### src/rtl/qos_pkt_wr_ctrl_if.sv
// Bundles the beat input stream, both class RAM write ports, reader pointers and status outputs
// of qos_pkt_wr_ctrl; master drives beats and read pointers, slave is the controller.
interface qos_pkt_wr_ctrl_if #(
    parameter int DW  = 8,
    parameter int IDW = 3,
    parameter int AW  = 11
);
    localparam int W = DW + IDW + 2;

    logic           in_vld;
    logic [DW-1:0]  in_data;
    logic           in_sop;
    logic           in_eop;
    logic           in_qos;
    logic [IDW-1:0] in_id;

    logic           hram_wen;
    logic           lram_wen;
    logic [AW-1:0]  hram_waddr;
    logic [AW-1:0]  lram_waddr;
    logic [W-1:0]   hram_wdata;
    logic [W-1:0]   lram_wdata;
    logic [AW-1:0]  hram_raddr;
    logic [AW-1:0]  lram_raddr;

    logic [AW-1:0]  h_commit_ptr;
    logic [AW-1:0]  l_commit_ptr;
    logic           pkt_done;
    logic           pkt_done_qos;
    logic           pkt_err;
    logic [15:0]    h_drop_cnt;
    logic [15:0]    l_drop_cnt;

    modport master (
        output in_vld, in_data, in_sop, in_eop, in_qos, in_id, hram_raddr, lram_raddr,
        input  hram_wen, lram_wen, hram_waddr, lram_waddr, hram_wdata, lram_wdata,
        input  h_commit_ptr, l_commit_ptr, pkt_done, pkt_done_qos, pkt_err,
        input  h_drop_cnt, l_drop_cnt
    );

    modport slave (
        input  in_vld, in_data, in_sop, in_eop, in_qos, in_id, hram_raddr, lram_raddr,
        output hram_wen, lram_wen, hram_waddr, lram_waddr, hram_wdata, lram_wdata,
        output h_commit_ptr, l_commit_ptr, pkt_done, pkt_done_qos, pkt_err,
        output h_drop_cnt, l_drop_cnt
    );
endinterface

### src/rtl/qos_pkt_wr_ctrl.sv
// Two-class packet write controller: writes beats into per-class circular RAMs, commits whole
// packets and rolls back aborted ones. Define QPWC_DROP_CNT_EN to enable the per-class abort counters.
module qos_pkt_wr_ctrl #(
    parameter int DW      = 8,
    parameter int IDW     = 3,
    parameter int AW      = 11,
    parameter int DEPTH   = 1144,
    parameter int MAX_LEN = 127
) (
    input logic              clk,
    input logic              rst_n,
    qos_pkt_wr_ctrl_if.slave bus
);
    localparam int W  = DW + IDW + 2;
    localparam int LW = $clog2(MAX_LEN + 1);

    typedef enum logic [1:0] {IDLE, RCV, DROP} state_t;

    state_t         state_q, state_d;
    logic [LW-1:0]  len_q, len_d;
    logic           curQos_q, curQos_d;
    logic [IDW-1:0] curId_q, curId_d;
    logic [AW-1:0]  hWptr_q, hWptr_d, lWptr_q, lWptr_d;
    logic [AW-1:0]  hCptr_q, hCptr_d, lCptr_q, lCptr_d;
    logic           done_q, doneQos_q, err_q;

    logic           vld_q, sop_q, eop_q, qos_q;
    logic [DW-1:0]  data_q;
    logic [IDW-1:0] id_q;
    logic [AW-1:0]  hRaddr_q, lRaddr_q;

    logic           wrEn, commit, abortH, abortL;
    logic           restartAbort, beatQos, full;
    logic [IDW-1:0] beatId;
    logic [AW-1:0]  hBase, lBase, baseAddr, nextAddr;

    // Reader pointers are registered with the beat so the full check sees no raw input path.
    always_ff @(posedge clk or negedge rst_n) begin
        if (!rst_n) begin
            vld_q    <= 1'b0;
            sop_q    <= 1'b0;
            eop_q    <= 1'b0;
            qos_q    <= 1'b0;
            data_q   <= '0;
            id_q     <= '0;
            hRaddr_q <= '0;
            lRaddr_q <= '0;
        end else begin
            vld_q    <= bus.in_vld;
            sop_q    <= bus.in_sop;
            eop_q    <= bus.in_eop;
            qos_q    <= bus.in_qos;
            data_q   <= bus.in_data;
            id_q     <= bus.in_id;
            hRaddr_q <= bus.hram_raddr;
            lRaddr_q <= bus.lram_raddr;
        end
    end

    assign restartAbort = vld_q && sop_q && (state_q == RCV);
    assign beatQos      = sop_q ? qos_q : curQos_q;
    assign beatId       = sop_q ? id_q  : curId_q;

    // A restart in the same class writes its header where the aborted packet began.
    assign hBase    = (restartAbort && curQos_q)  ? hCptr_q : hWptr_q;
    assign lBase    = (restartAbort && !curQos_q) ? lCptr_q : lWptr_q;
    assign baseAddr = beatQos ? hBase : lBase;
    assign nextAddr = (baseAddr == AW'(DEPTH - 1)) ? '0 : baseAddr + AW'(1);
    assign full     = (nextAddr == (beatQos ? hRaddr_q : lRaddr_q));

    always_comb begin
        state_d  = state_q;
        len_d    = len_q;
        curQos_d = curQos_q;
        curId_d  = curId_q;
        hWptr_d  = hWptr_q;
        lWptr_d  = lWptr_q;
        hCptr_d  = hCptr_q;
        lCptr_d  = lCptr_q;
        wrEn     = 1'b0;
        commit   = 1'b0;
        abortH   = 1'b0;
        abortL   = 1'b0;

        if (vld_q) begin
            if (sop_q) begin
                if (restartAbort) begin
                    abortH = curQos_q;
                    abortL = !curQos_q;
                end
                if (full) begin
                    abortH  = abortH | beatQos;
                    abortL  = abortL | !beatQos;
                    state_d = eop_q ? IDLE : DROP;
                    len_d   = '0;
                end else begin
                    wrEn     = 1'b1;
                    curQos_d = qos_q;
                    curId_d  = id_q;
                    commit   = eop_q;
                    state_d  = eop_q ? IDLE : RCV;
                    len_d    = eop_q ? '0 : LW'(1);
                end
            end else begin
                case (state_q)
                    RCV: begin
                        if (eop_q) begin
                            state_d = IDLE;
                            len_d   = '0;
                            if (full) begin
                                abortH = beatQos;
                                abortL = !beatQos;
                            end else begin
                                wrEn   = 1'b1;
                                commit = 1'b1;
                            end
                        end else if ((len_q == LW'(MAX_LEN)) || full) begin
                            abortH  = beatQos;
                            abortL  = !beatQos;
                            state_d = DROP;
                            len_d   = '0;
                        end else begin
                            wrEn  = 1'b1;
                            len_d = len_q + LW'(1);
                        end
                    end
                    DROP: begin
                        if (eop_q) state_d = IDLE;
                    end
                    default: ;
                endcase
            end
        end

        // Rollback first, so a same-cycle write to the same class overrides it.
        if (abortH) hWptr_d = hCptr_q;
        if (abortL) lWptr_d = lCptr_q;
        if (wrEn) begin
            if (beatQos) begin
                hWptr_d = nextAddr;
                if (commit) hCptr_d = nextAddr;
            end else begin
                lWptr_d = nextAddr;
                if (commit) lCptr_d = nextAddr;
            end
        end
    end

    always_ff @(posedge clk or negedge rst_n) begin
        if (!rst_n) begin
            state_q   <= IDLE;
            len_q     <= '0;
            curQos_q  <= 1'b0;
            curId_q   <= '0;
            hWptr_q   <= '0;
            lWptr_q   <= '0;
            hCptr_q   <= '0;
            lCptr_q   <= '0;
            done_q    <= 1'b0;
            doneQos_q <= 1'b0;
            err_q     <= 1'b0;
        end else begin
            state_q   <= state_d;
            len_q     <= len_d;
            curQos_q  <= curQos_d;
            curId_q   <= curId_d;
            hWptr_q   <= hWptr_d;
            lWptr_q   <= lWptr_d;
            hCptr_q   <= hCptr_d;
            lCptr_q   <= lCptr_d;
            done_q    <= commit;
            doneQos_q <= commit & beatQos;
            err_q     <= abortH | abortL;
        end
    end

    assign bus.hram_wen     = wrEn & beatQos;
    assign bus.lram_wen     = wrEn & ~beatQos;
    assign bus.hram_waddr   = hBase;
    assign bus.lram_waddr   = lBase;
    assign bus.hram_wdata   = wrEn ? {sop_q, eop_q, beatId, data_q} : '0;
    assign bus.lram_wdata   = wrEn ? {sop_q, eop_q, beatId, data_q} : '0;
    assign bus.h_commit_ptr = hCptr_q;
    assign bus.l_commit_ptr = lCptr_q;
    assign bus.pkt_done     = done_q;
    assign bus.pkt_done_qos = doneQos_q;
    assign bus.pkt_err      = err_q;

`ifdef QPWC_DROP_CNT_EN
    logic [15:0] hDrop_q, lDrop_q;

    // Counters stick at all-ones rather than wrapping.
    always_ff @(posedge clk or negedge rst_n) begin
        if (!rst_n) begin
            hDrop_q <= '0;
            lDrop_q <= '0;
        end else begin
            if (abortH && (hDrop_q != 16'hFFFF)) hDrop_q <= hDrop_q + 16'd1;
            if (abortL && (lDrop_q != 16'hFFFF)) lDrop_q <= lDrop_q + 16'd1;
        end
    end

    assign bus.h_drop_cnt = hDrop_q;
    assign bus.l_drop_cnt = lDrop_q;
`else
    assign bus.h_drop_cnt = '0;
    assign bus.l_drop_cnt = '0;
`endif
endmodule

### src/flat_wrapper.sv
// flat-port wrapper written by rule: the top's interface ports become plain ports
module qos_pkt_wr_ctrl_flat 
#(
    parameter int DW      = 8,
    parameter int IDW     = 3,
    parameter int AW      = 11,
    parameter int DEPTH   = 1144,
    parameter int MAX_LEN = 127
)
  (clk, rst_n, bus_in_vld, bus_in_data, bus_in_sop, bus_in_eop, bus_in_qos, bus_in_id, bus_hram_raddr, bus_lram_raddr, bus_hram_wen, bus_lram_wen, bus_hram_waddr, bus_lram_waddr, bus_hram_wdata, bus_lram_wdata, bus_h_commit_ptr, bus_l_commit_ptr, bus_pkt_done, bus_pkt_done_qos, bus_pkt_err, bus_h_drop_cnt, bus_l_drop_cnt);
  qos_pkt_wr_ctrl_if #(.DW(DW), .IDW(IDW), .AW(AW)) bus_i ();
  input logic clk;
  input logic rst_n;
  input wire logic [$bits(bus_i.in_vld)-1:0] bus_in_vld;
  input wire logic [$bits(bus_i.in_data)-1:0] bus_in_data;
  input wire logic [$bits(bus_i.in_sop)-1:0] bus_in_sop;
  input wire logic [$bits(bus_i.in_eop)-1:0] bus_in_eop;
  input wire logic [$bits(bus_i.in_qos)-1:0] bus_in_qos;
  input wire logic [$bits(bus_i.in_id)-1:0] bus_in_id;
  input wire logic [$bits(bus_i.hram_raddr)-1:0] bus_hram_raddr;
  input wire logic [$bits(bus_i.lram_raddr)-1:0] bus_lram_raddr;
  output wire logic [$bits(bus_i.hram_wen)-1:0] bus_hram_wen;
  output wire logic [$bits(bus_i.lram_wen)-1:0] bus_lram_wen;
  output wire logic [$bits(bus_i.hram_waddr)-1:0] bus_hram_waddr;
  output wire logic [$bits(bus_i.lram_waddr)-1:0] bus_lram_waddr;
  output wire logic [$bits(bus_i.hram_wdata)-1:0] bus_hram_wdata;
  output wire logic [$bits(bus_i.lram_wdata)-1:0] bus_lram_wdata;
  output wire logic [$bits(bus_i.h_commit_ptr)-1:0] bus_h_commit_ptr;
  output wire logic [$bits(bus_i.l_commit_ptr)-1:0] bus_l_commit_ptr;
  output wire logic [$bits(bus_i.pkt_done)-1:0] bus_pkt_done;
  output wire logic [$bits(bus_i.pkt_done_qos)-1:0] bus_pkt_done_qos;
  output wire logic [$bits(bus_i.pkt_err)-1:0] bus_pkt_err;
  output wire logic [$bits(bus_i.h_drop_cnt)-1:0] bus_h_drop_cnt;
  output wire logic [$bits(bus_i.l_drop_cnt)-1:0] bus_l_drop_cnt;
  assign bus_i.in_vld = bus_in_vld;
  assign bus_i.in_data = bus_in_data;
  assign bus_i.in_sop = bus_in_sop;
  assign bus_i.in_eop = bus_in_eop;
  assign bus_i.in_qos = bus_in_qos;
  assign bus_i.in_id = bus_in_id;
  assign bus_i.hram_raddr = bus_hram_raddr;
  assign bus_i.lram_raddr = bus_lram_raddr;
  assign bus_hram_wen = bus_i.hram_wen;
  assign bus_lram_wen = bus_i.lram_wen;
  assign bus_hram_waddr = bus_i.hram_waddr;
  assign bus_lram_waddr = bus_i.lram_waddr;
  assign bus_hram_wdata = bus_i.hram_wdata;
  assign bus_lram_wdata = bus_i.lram_wdata;
  assign bus_h_commit_ptr = bus_i.h_commit_ptr;
  assign bus_l_commit_ptr = bus_i.l_commit_ptr;
  assign bus_pkt_done = bus_i.pkt_done;
  assign bus_pkt_done_qos = bus_i.pkt_done_qos;
  assign bus_pkt_err = bus_i.pkt_err;
  assign bus_h_drop_cnt = bus_i.h_drop_cnt;
  assign bus_l_drop_cnt = bus_i.l_drop_cnt;
  qos_pkt_wr_ctrl #(.DW(DW), .IDW(IDW), .AW(AW), .DEPTH(DEPTH), .MAX_LEN(MAX_LEN)) u_core (.clk(clk), .rst_n(rst_n), .bus(bus_i));
endmodule
### config.mk
export PLATFORM = sky130hd
export DESIGN_NAME = qos_pkt_wr_ctrl_flat
export DESIGN_NICKNAME = d
export VERILOG_FILES = /design/src/rtl/qos_pkt_wr_ctrl_if.sv /design/src/rtl/qos_pkt_wr_ctrl.sv /design/src/flat_wrapper.sv
export SDC_FILE = /design/constraint.sdc
export NUM_CORES = 1
export LEC_CHECK = 0
export ABC_CLOCK_PERIOD_IN_PS = 8450
export CELL_PAD_IN_SITES_DETAIL_PLACEMENT = 0
export CELL_PAD_IN_SITES_GLOBAL_PLACEMENT = 1
export CORE_UTILIZATION = 25
export CTS_BUF_LIST = sky130_fd_sc_hd__clkbuf_4 sky130_fd_sc_hd__clkbuf_8
export DETAILED_ROUTE_END_ITERATION = 12
export HOLD_SLACK_MARGIN = 0.1
export PLACE_DENSITY_LB_ADDON = 0.15
export SLEW_MARGIN = 20
export SYNTH_ARGS = -nofsm -noshare
export SYNTH_HDL_FRONTEND = slang
export SYNTH_SLANG_ARGS = --single-unit
### constraint.sdc
create_clock -name clk -period 8.45 [get_ports clk]
set_clock_uncertainty 0.15 [all_clocks]
set_input_delay 1.69 -clock clk [delete_from_list [all_inputs] [get_ports clk]]
set_output_delay 1.69 -clock clk [all_outputs]
set_load 0.01 [all_outputs]
After elaboration in Yosys (flattened, before gate mapping)
Index checks and enable logic that the tools add are counted.

$add $sub $neg: 2. Multiply operators: 0. Div/mod/pow operators: 0. Order comparisons: 0. Equal/unequal tests: 7. Shifts and indexed selects: 0. Multiplexer cells: 59. Bitwise logic cells: 8. Reductions and logical operators: 14.

Operators by type and width (number): 11-bit two-way mux (11); 7-bit two-way mux (5); 1-bit two-way mux (34); 13-bit two-way mux (1); 2-bit two-way mux (6); 11-bit by 1-bit adder with 11-bit output (second input constant) (1); 11-bit equality test (1); 11-bit equality test (second input constant) (1); 3-bit AND reduction (3); 7-bit by 1-bit adder with 7-bit output (second input constant) (1); 7-bit equality test (second input constant) (1); 1-bit logical AND (4); 4-bit by 2-bit inequality test with 1-bit output (second input constant) (1); 2-bit one-hot mux with 2 select lines (1); 4-bit AND reduction (1); 1-bit bitwise AND (3); 3-bit two-way mux (1); 3-bit by 1-bit inequality test with 1-bit output (second input constant) (1); 1-bit bitwise OR (3); 3-bit nonzero test (1); 2-bit by 1-bit equality test with 1-bit output (second input constant) (1); 2-bit equality test (second input constant) (1); 1-bit zero test (2); 1-bit NOT (2); other kinds (3) (3).

Register bits after elaboration: 97. Latch bits: 0. Memory bits (writable): 0. ROM bits: 0. Input bits: 39. Output and inout port bits: 107. Logic and storage cells: 109. Memories: 0.

Depth between registers and ports, before layout
Depth in word-level cells: 17. Gate-level depth with buffers: 21.

Least setup slack after synthesis
Ideal clock, no wire load.

Kind: flip-flop to output port. From: reg u_core.sop_q. To: out bus_lram_wdata[10]. Arrival time: 4.328 ns. Path slack: 2.282 ns. Stages on the path, launching flop included: 22. Buffers on the path: 9. Cell sequence: dfrtp_1 -> buf_4 -> mux2_1 -> buf_4 -> buf_2 -> buf_4 -> clkbuf_1 -> nor2_1 -> a31oi_1 -> ha_1 -> buf_2 -> nand2_1 -> o22ai_2 -> nand2_1 -> xor2_1 -> a41o_1 -> o31a_1 -> a31o_2 -> buf_4 -> buf_4 -> nor2_1 -> buf_4.

Cells in the longest elaborated chain, start to end: 15.

Ends and longest elaborated chain: start, declared (line qos_pkt_wr_ctrl.sv:27) `logic vld_q, sop_q, eop_q, qos_q;`; start signal, assigned (line qos_pkt_wr_ctrl.sv:50) `sop_q <= bus.in_sop;`; 1-bit logical AND (2 in series) (line qos_pkt_wr_ctrl.sv:60) `assign restartAbort = vld_q && sop_q && (state_q == RCV);`; 1-bit logical AND (on tied branches) (line qos_pkt_wr_ctrl.sv:66, qos_pkt_wr_ctrl.sv:65); 11-bit two-way mux (on tied branches) (line qos_pkt_wr_ctrl.sv:66, qos_pkt_wr_ctrl.sv:65); 11-bit two-way mux (line qos_pkt_wr_ctrl.sv:67) `assign baseAddr = beatQos ? hBase : lBase;`; 11-bit by 1-bit adder with 11-bit output / 11-bit equality test (equally long branches) (line qos_pkt_wr_ctrl.sv:68) `assign nextAddr = (baseAddr == AW'(DEPTH - 1)) ? '0 : baseAddr + AW'(1);`; 11-bit two-way mux (line qos_pkt_wr_ctrl.sv:68); 11-bit equality test (line qos_pkt_wr_ctrl.sv:69) `assign full = (nextAddr == (beatQos ? hRaddr_q : lRaddr_q));`; 1-bit logical OR (line qos_pkt_wr_ctrl.sv:117) `end else if ((len_q == LW'(MAX_LEN)) || full) begin`; 1-bit two-way mux (line qos_pkt_wr_ctrl.sv:117); 1-bit two-way mux (line qos_pkt_wr_ctrl.sv:107) `if (eop_q) begin`; 1-bit two-way mux (line qos_pkt_wr_ctrl.sv:105) `case (state_q)`; 1-bit two-way mux (line qos_pkt_wr_ctrl.sv:86) `if (sop_q) begin`; 1-bit two-way mux (line qos_pkt_wr_ctrl.sv:85) `if (vld_q) begin`; 13-bit two-way mux (*); end, declared (line flat_wrapper.sv:27) `output wire logic [$bits(bus_i.lram_wdata)-1:0] bus_lram_wdata;`.

Every way passes the cells marked *; elsewhere a longest branch is shown, timed or not.

Final worst setup path
From: reg u_core.state_q[1]. To: out bus_hram_wen.

Cells in the longest elaborated chain, start to end: 15.

Ends and longest elaborated chain: start, declared (line qos_pkt_wr_ctrl.sv:19) `state_t state_q, state_d;`; start signal, assigned (line qos_pkt_wr_ctrl.sv:163) `state_q <= state_d;`; 2-bit by 1-bit equality test with 1-bit output (*) (line qos_pkt_wr_ctrl.sv:60, qos_pkt_wr_ctrl.sv:105); 1-bit logical AND (line qos_pkt_wr_ctrl.sv:60); 1-bit logical AND (on tied branches) (line qos_pkt_wr_ctrl.sv:66, qos_pkt_wr_ctrl.sv:65); 11-bit two-way mux (on tied branches) (line qos_pkt_wr_ctrl.sv:66, qos_pkt_wr_ctrl.sv:65); 11-bit two-way mux (line qos_pkt_wr_ctrl.sv:67); 11-bit by 1-bit adder with 11-bit output / 11-bit equality test (equally long branches) (line qos_pkt_wr_ctrl.sv:68); 11-bit two-way mux (line qos_pkt_wr_ctrl.sv:68); 11-bit equality test (line qos_pkt_wr_ctrl.sv:69); 1-bit logical OR (line qos_pkt_wr_ctrl.sv:117); 1-bit two-way mux (line qos_pkt_wr_ctrl.sv:117); 1-bit two-way mux (line qos_pkt_wr_ctrl.sv:107); 1-bit two-way mux (line qos_pkt_wr_ctrl.sv:105); 1-bit two-way mux (*) (line qos_pkt_wr_ctrl.sv:86); 1-bit two-way mux (*) (line qos_pkt_wr_ctrl.sv:85); 1-bit bitwise AND (*) (line qos_pkt_wr_ctrl.sv:177) `assign bus.hram_wen = wrEn & beatQos;`; end, declared (line flat_wrapper.sv:22) `output wire logic [$bits(bus_i.hram_wen)-1:0] bus_hram_wen;`.

Marked as above.

==> Flow_metrics.wiki <==
{| class="wikitable"
! Metric !! Value
|-
| Final weighted congestion of routability-driven global placement || 0.821
|-
| Critical path capture point type || output pin
|-
| Number of enable flip-flop cells after synthesis || 0
|-
| Root buf cell || sky130_fd_sc_hd__clkbuf_8
|-
| Capture point of the worst reg-to-reg path || u_core.hWptr_q[3]
|-
| Final Cycle Share || 90.9%
|-
| Post-Synthesis Mean Instance Area || 10.1 um2
|-
| Power density relative to cell area || 305 mW/mm2
|-
| Met3 WL post-DR || 953 um
|-
| Reg-to-reg setup timing slack || 2.77 ns
|-
| R2R Path Start || u_core.state_q[1]
|-
| Most used standard cells in the synthesized netlist || sky130_fd_sc_hd__dfrtp_1 (97), sky130_fd_sc_hd__buf_4 (55), sky130_fd_sc_hd__nand2_1 (45)
|-
| Run status || finished, final reports clean
|-
| Aggregate global routing overflow || 0
|-
| Most area-hungry cell type in the Yosys netlist || sky130_fd_sc_hd__dfrtp_1
|-
| Io pins || 146
|-
| Initial standard-cell utilization of the core || 25.5%
|-
| Most used standard cell by instance count after synthesis || sky130_fd_sc_hd__dfrtp_1
|-
| Number of global-route vias before repair || 4833
|-
| Element type at the critical path start || flop
|-
| Core Box Area || 0.0235 mm2
|-
| Setup TNS || 0 ns
|-
| Fmax || 0.130 GHz
|-
| Number of warning messages in the yosys log || 0
|-
| Main area contributors after synthesis || sky130_fd_sc_hd__dfrtp_1 (41%), sky130_fd_sc_hd__buf_4 (6.9%), sky130_fd_sc_hd__mux2i_1 (5.9%)
|-
| Worst reg2reg path depth || 15
|-
| Fraction of layout instances using a drive strength above 1 || 11.4%
|-
| Die extent in x || 157 um
|-
| Dpl cells || 985
|-
| Non-Filler Instances || 1002
|-
| Min Clock Period, post-route || 7.68 ns
|-
| Bufs on Longest Clock Path || 2
|-
| Total setup buffers inserted after CTS || 0
|-
| Static Leakage || 3.08 nW
|-
| Worst Setup Path Type || reg2out
|-
| Worst Hold Path Cells || 2
|-
| Worst hold margin || 0.370 ns
|-
| Post-layout net count || 721
|-
| Number of different library cells in the post-synthesis netlist || 74
|-
| Origin of the worst min-delay path || u_core.len_q[1]
|-
| CTS tree || yes
|-
| Die H || 157 um
|-
| Transition time of the tightest slew-check pin || 1.00 ns
|-
| Iteration-0 DRC count of the detailed router || 301
|-
| Core Rows || 56
|-
| DR DRC count || 0
|-
| Max capacitance violation total || 0
|-
| Post-DR vias/cell || 4.81
|-
| WHS Endpoint || u_core.len_q[1]
|-
| Metal2 WL || 8870 um
|-
| Share of the synthesized area in the top cell type || 40.5%
|-
| Antenna cells || 0
|-
| Final Max Tran Viols || 0
|-
| Gate count of the mapped netlist || 594
|-
| Maximum fanout along the worst path || 14
|-
| Skew-Pair Late Insertion Delay || 0.39 ns
|-
| Port Buf Inserts || 113
|-
| First-pass detailed-route iteration total || 5
|-
| CTS Hold Bufs || 0
|-
| Post-synthesis async set-or-reset flop share || 100%
|-
| Residual antenna-violating net count after detailed routing || 0
|-
| Detailed-route wire length per cell || 19.4 um
|-
| Total vias in the final route || 4816
|-
| Path category of the worst min-delay check || reg2reg
|-
| Drt total wl || 19500 um
|-
| Worst EP required || 6.61 ns
|-
| Resize count post-CTS || 0
|-
| Clk pin slew, worst setup/hold paths || 0.11 ns
|-
| Growth of design area from synthesis to finish || 23.2%
|-
| Global routing usage summed across all routing layers || 16.5%
|-
| Half-perimeter wire length after detailed placement || 14500 um
|-
| Most frequently used flop master after synthesis || sky130_fd_sc_hd__dfrtp_1
|-
| Sinks on the clock net || 97
|-
| Relative slew slack || 33.3%
|-
| Number of antenna violations at the first check in global routing || 0
|-
| Wire length the detailed router placed on met1 || 9380 um
|-
| Fraction of the yosys area taken by sequential cells || 40.5%
|-
| Peak VDD IR || 90.2 uV
|-
| Total CTS buffers || 9
|-
| Wire length of the first global-routing pass || 30000 um
|-
| Number of hold violations in the final report || 0
|-
| Uppermost signal routing layer after detailed routing || met4
|-
| Total standard cell area after synthesis || 0.00599 mm2
|-
| Unrepaired setup endpoints after global routing || false
|-
| Setup violation total in the final timing report || 0
|-
| Full die area || 0.0246 mm2
|-
| Pin count of the biggest net entering global routing || 54
|-
| Number of register bits inferred by synthesis || 97
|-
| Data arrival time at the worst-slack endpoint || 5.84 ns
|-
| Depth of the CTS H-tree || 3
|}
-- worst max-delay path: stages (launching register included) --
cell	delay, ns
sky130_fd_sc_hd__dfrtp_1	0.39
sky130_fd_sc_hd__inv_1	0.08
sky130_fd_sc_hd__ha_1	0.41
sky130_fd_sc_hd__and4_1	0.67
sky130_fd_sc_hd__mux2i_1	0.24
sky130_fd_sc_hd__mux2i_1	0.29
sky130_fd_sc_hd__ha_1	0.37
sky130_fd_sc_hd__nand2_1	0.13
sky130_fd_sc_hd__o22ai_2	0.31
sky130_fd_sc_hd__nand2_1	0.15
sky130_fd_sc_hd__xor2_1	0.24
sky130_fd_sc_hd__a41o_1	0.30
sky130_fd_sc_hd__o31a_1	0.34
sky130_fd_sc_hd__a31oi_4	0.41
sky130_fd_sc_hd__nand2_1	0.40
sky130_fd_sc_hd__inv_1	0.15
sky130_fd_sc_hd__clkdlybuf4s50_1	0.55
-- logic make-up after synthesis --
logic type	after synthesis	share of synthesized area (%)
AND/OR/NAND/NOR	190	17.3
AO/OA/AOI/OAI	109	13.4
buffers and inverters	98	10.3
flip-flops	97	40.5
multiplexers	78	14.7
XOR/XNOR	17	2.84
adder cells (fa/ha/maj)	4	0.836
other	1	0.0626
-- stage by stage --
step                area [um2]  setup slack [ns]  power [W]  utilization, %
floorplan                 6100              2.28    0.00140               -
global placement          7150              1.33    0.00193            30.5
detailed placement        7160              1.15    0.00194            30.5
CTS                       7350             0.694    0.00226            31.3
global route              7380             0.274    0.00240            31.4
finish                    7380             0.771    0.00225            31.4
-- cell type report --
cell class | instances | area, um2
Fill cell | 2480 | 16100
Multi-Input combinational cell | 430 | 3090
Sequential cell | 97 | 2430
Timing Repair Buffer | 121 | 1190
Tap cell | 319 | 399
Clock buffer | 10 | 131
Inverter | 19 | 71.3
Clock inverter | 6 | 66.3
-- sequential cells by signal, indices dropped and copies added, names as in the netlist, 2 cells and up --
| register | cells |
|---|---|
| u_core.bus.l_commit_ptr | 11 |
| u_core.state_q | 2 |
| u_core.bus.h_commit_ptr | 11 |
| u_core.lWptr_q | 11 |
| u_core.lRaddr_q | 11 |
| u_core.id_q | 3 |
| u_core.len_q | 7 |
| u_core.curId_q | 3 |
| u_core.hWptr_q | 11 |
| u_core.data_q | 8 |
| u_core.hRaddr_q | 11 |
-- layer usage --
metal,up-vias,GRT usage (%)
li1,2227,-
met1,2392,22.7
met2,181,26.2
met3,16,2.99
met4,0,4.30
met5,-,0
-- layout by cell type (no fill, tap or decap), types with 11 or more instances in the layout --
cell and instances:
sky130_fd_sc_hd__nand3_1 36, sky130_fd_sc_hd__dfrtp_1 97, sky130_fd_sc_hd__inv_1 19, sky130_fd_sc_hd__mux2i_1 35, sky130_fd_sc_hd__nor2_1 24, sky130_fd_sc_hd__mux2_1 12
sky130_fd_sc_hd__nand2_1 45, sky130_fd_sc_hd__and2_1 13, sky130_fd_sc_hd__clkdlybuf4s50_1 112, sky130_fd_sc_hd__a21oi_1 11, sky130_fd_sc_hd__conb_1 32, sky130_fd_sc_hd__nor3_1 27
sky130_fd_sc_hd__mux2_2 20, sky130_fd_sc_hd__o21ai_0 28, sky130_fd_sc_hd__a31oi_1 23
-- worst max-delay path by stage --
stage | start | to | slack [ns] | depth (start not counted)
after floorplan | u_core.sop_q | bus_lram_wdata[10] | 2.28 | 21
after global placement | u_core.state_q[1] | bus_hram_wen | 1.33 | 16
after detailed placement | u_core.state_q[1] | bus_hram_wen | 1.15 | 16
after CTS | u_core.state_q[1] | bus_hram_wen | 0.69 | 16
after global routing | u_core.state_q[1] | bus_hram_wen | 0.27 | 16
final | u_core.state_q[1] | bus_hram_wen | 0.77 | 16
-- power breakdown --
group	switching [W]	total [W]	internal [W]
Sequential	0.000172	0.000757	0.000585
Combinational	0.000641	0.00117	0.000532
Clock	0.000179	0.000320	0.000141
Total	0.000992	0.00225	0.00126
No activity file was read; power rests on OpenSTA's default activity.
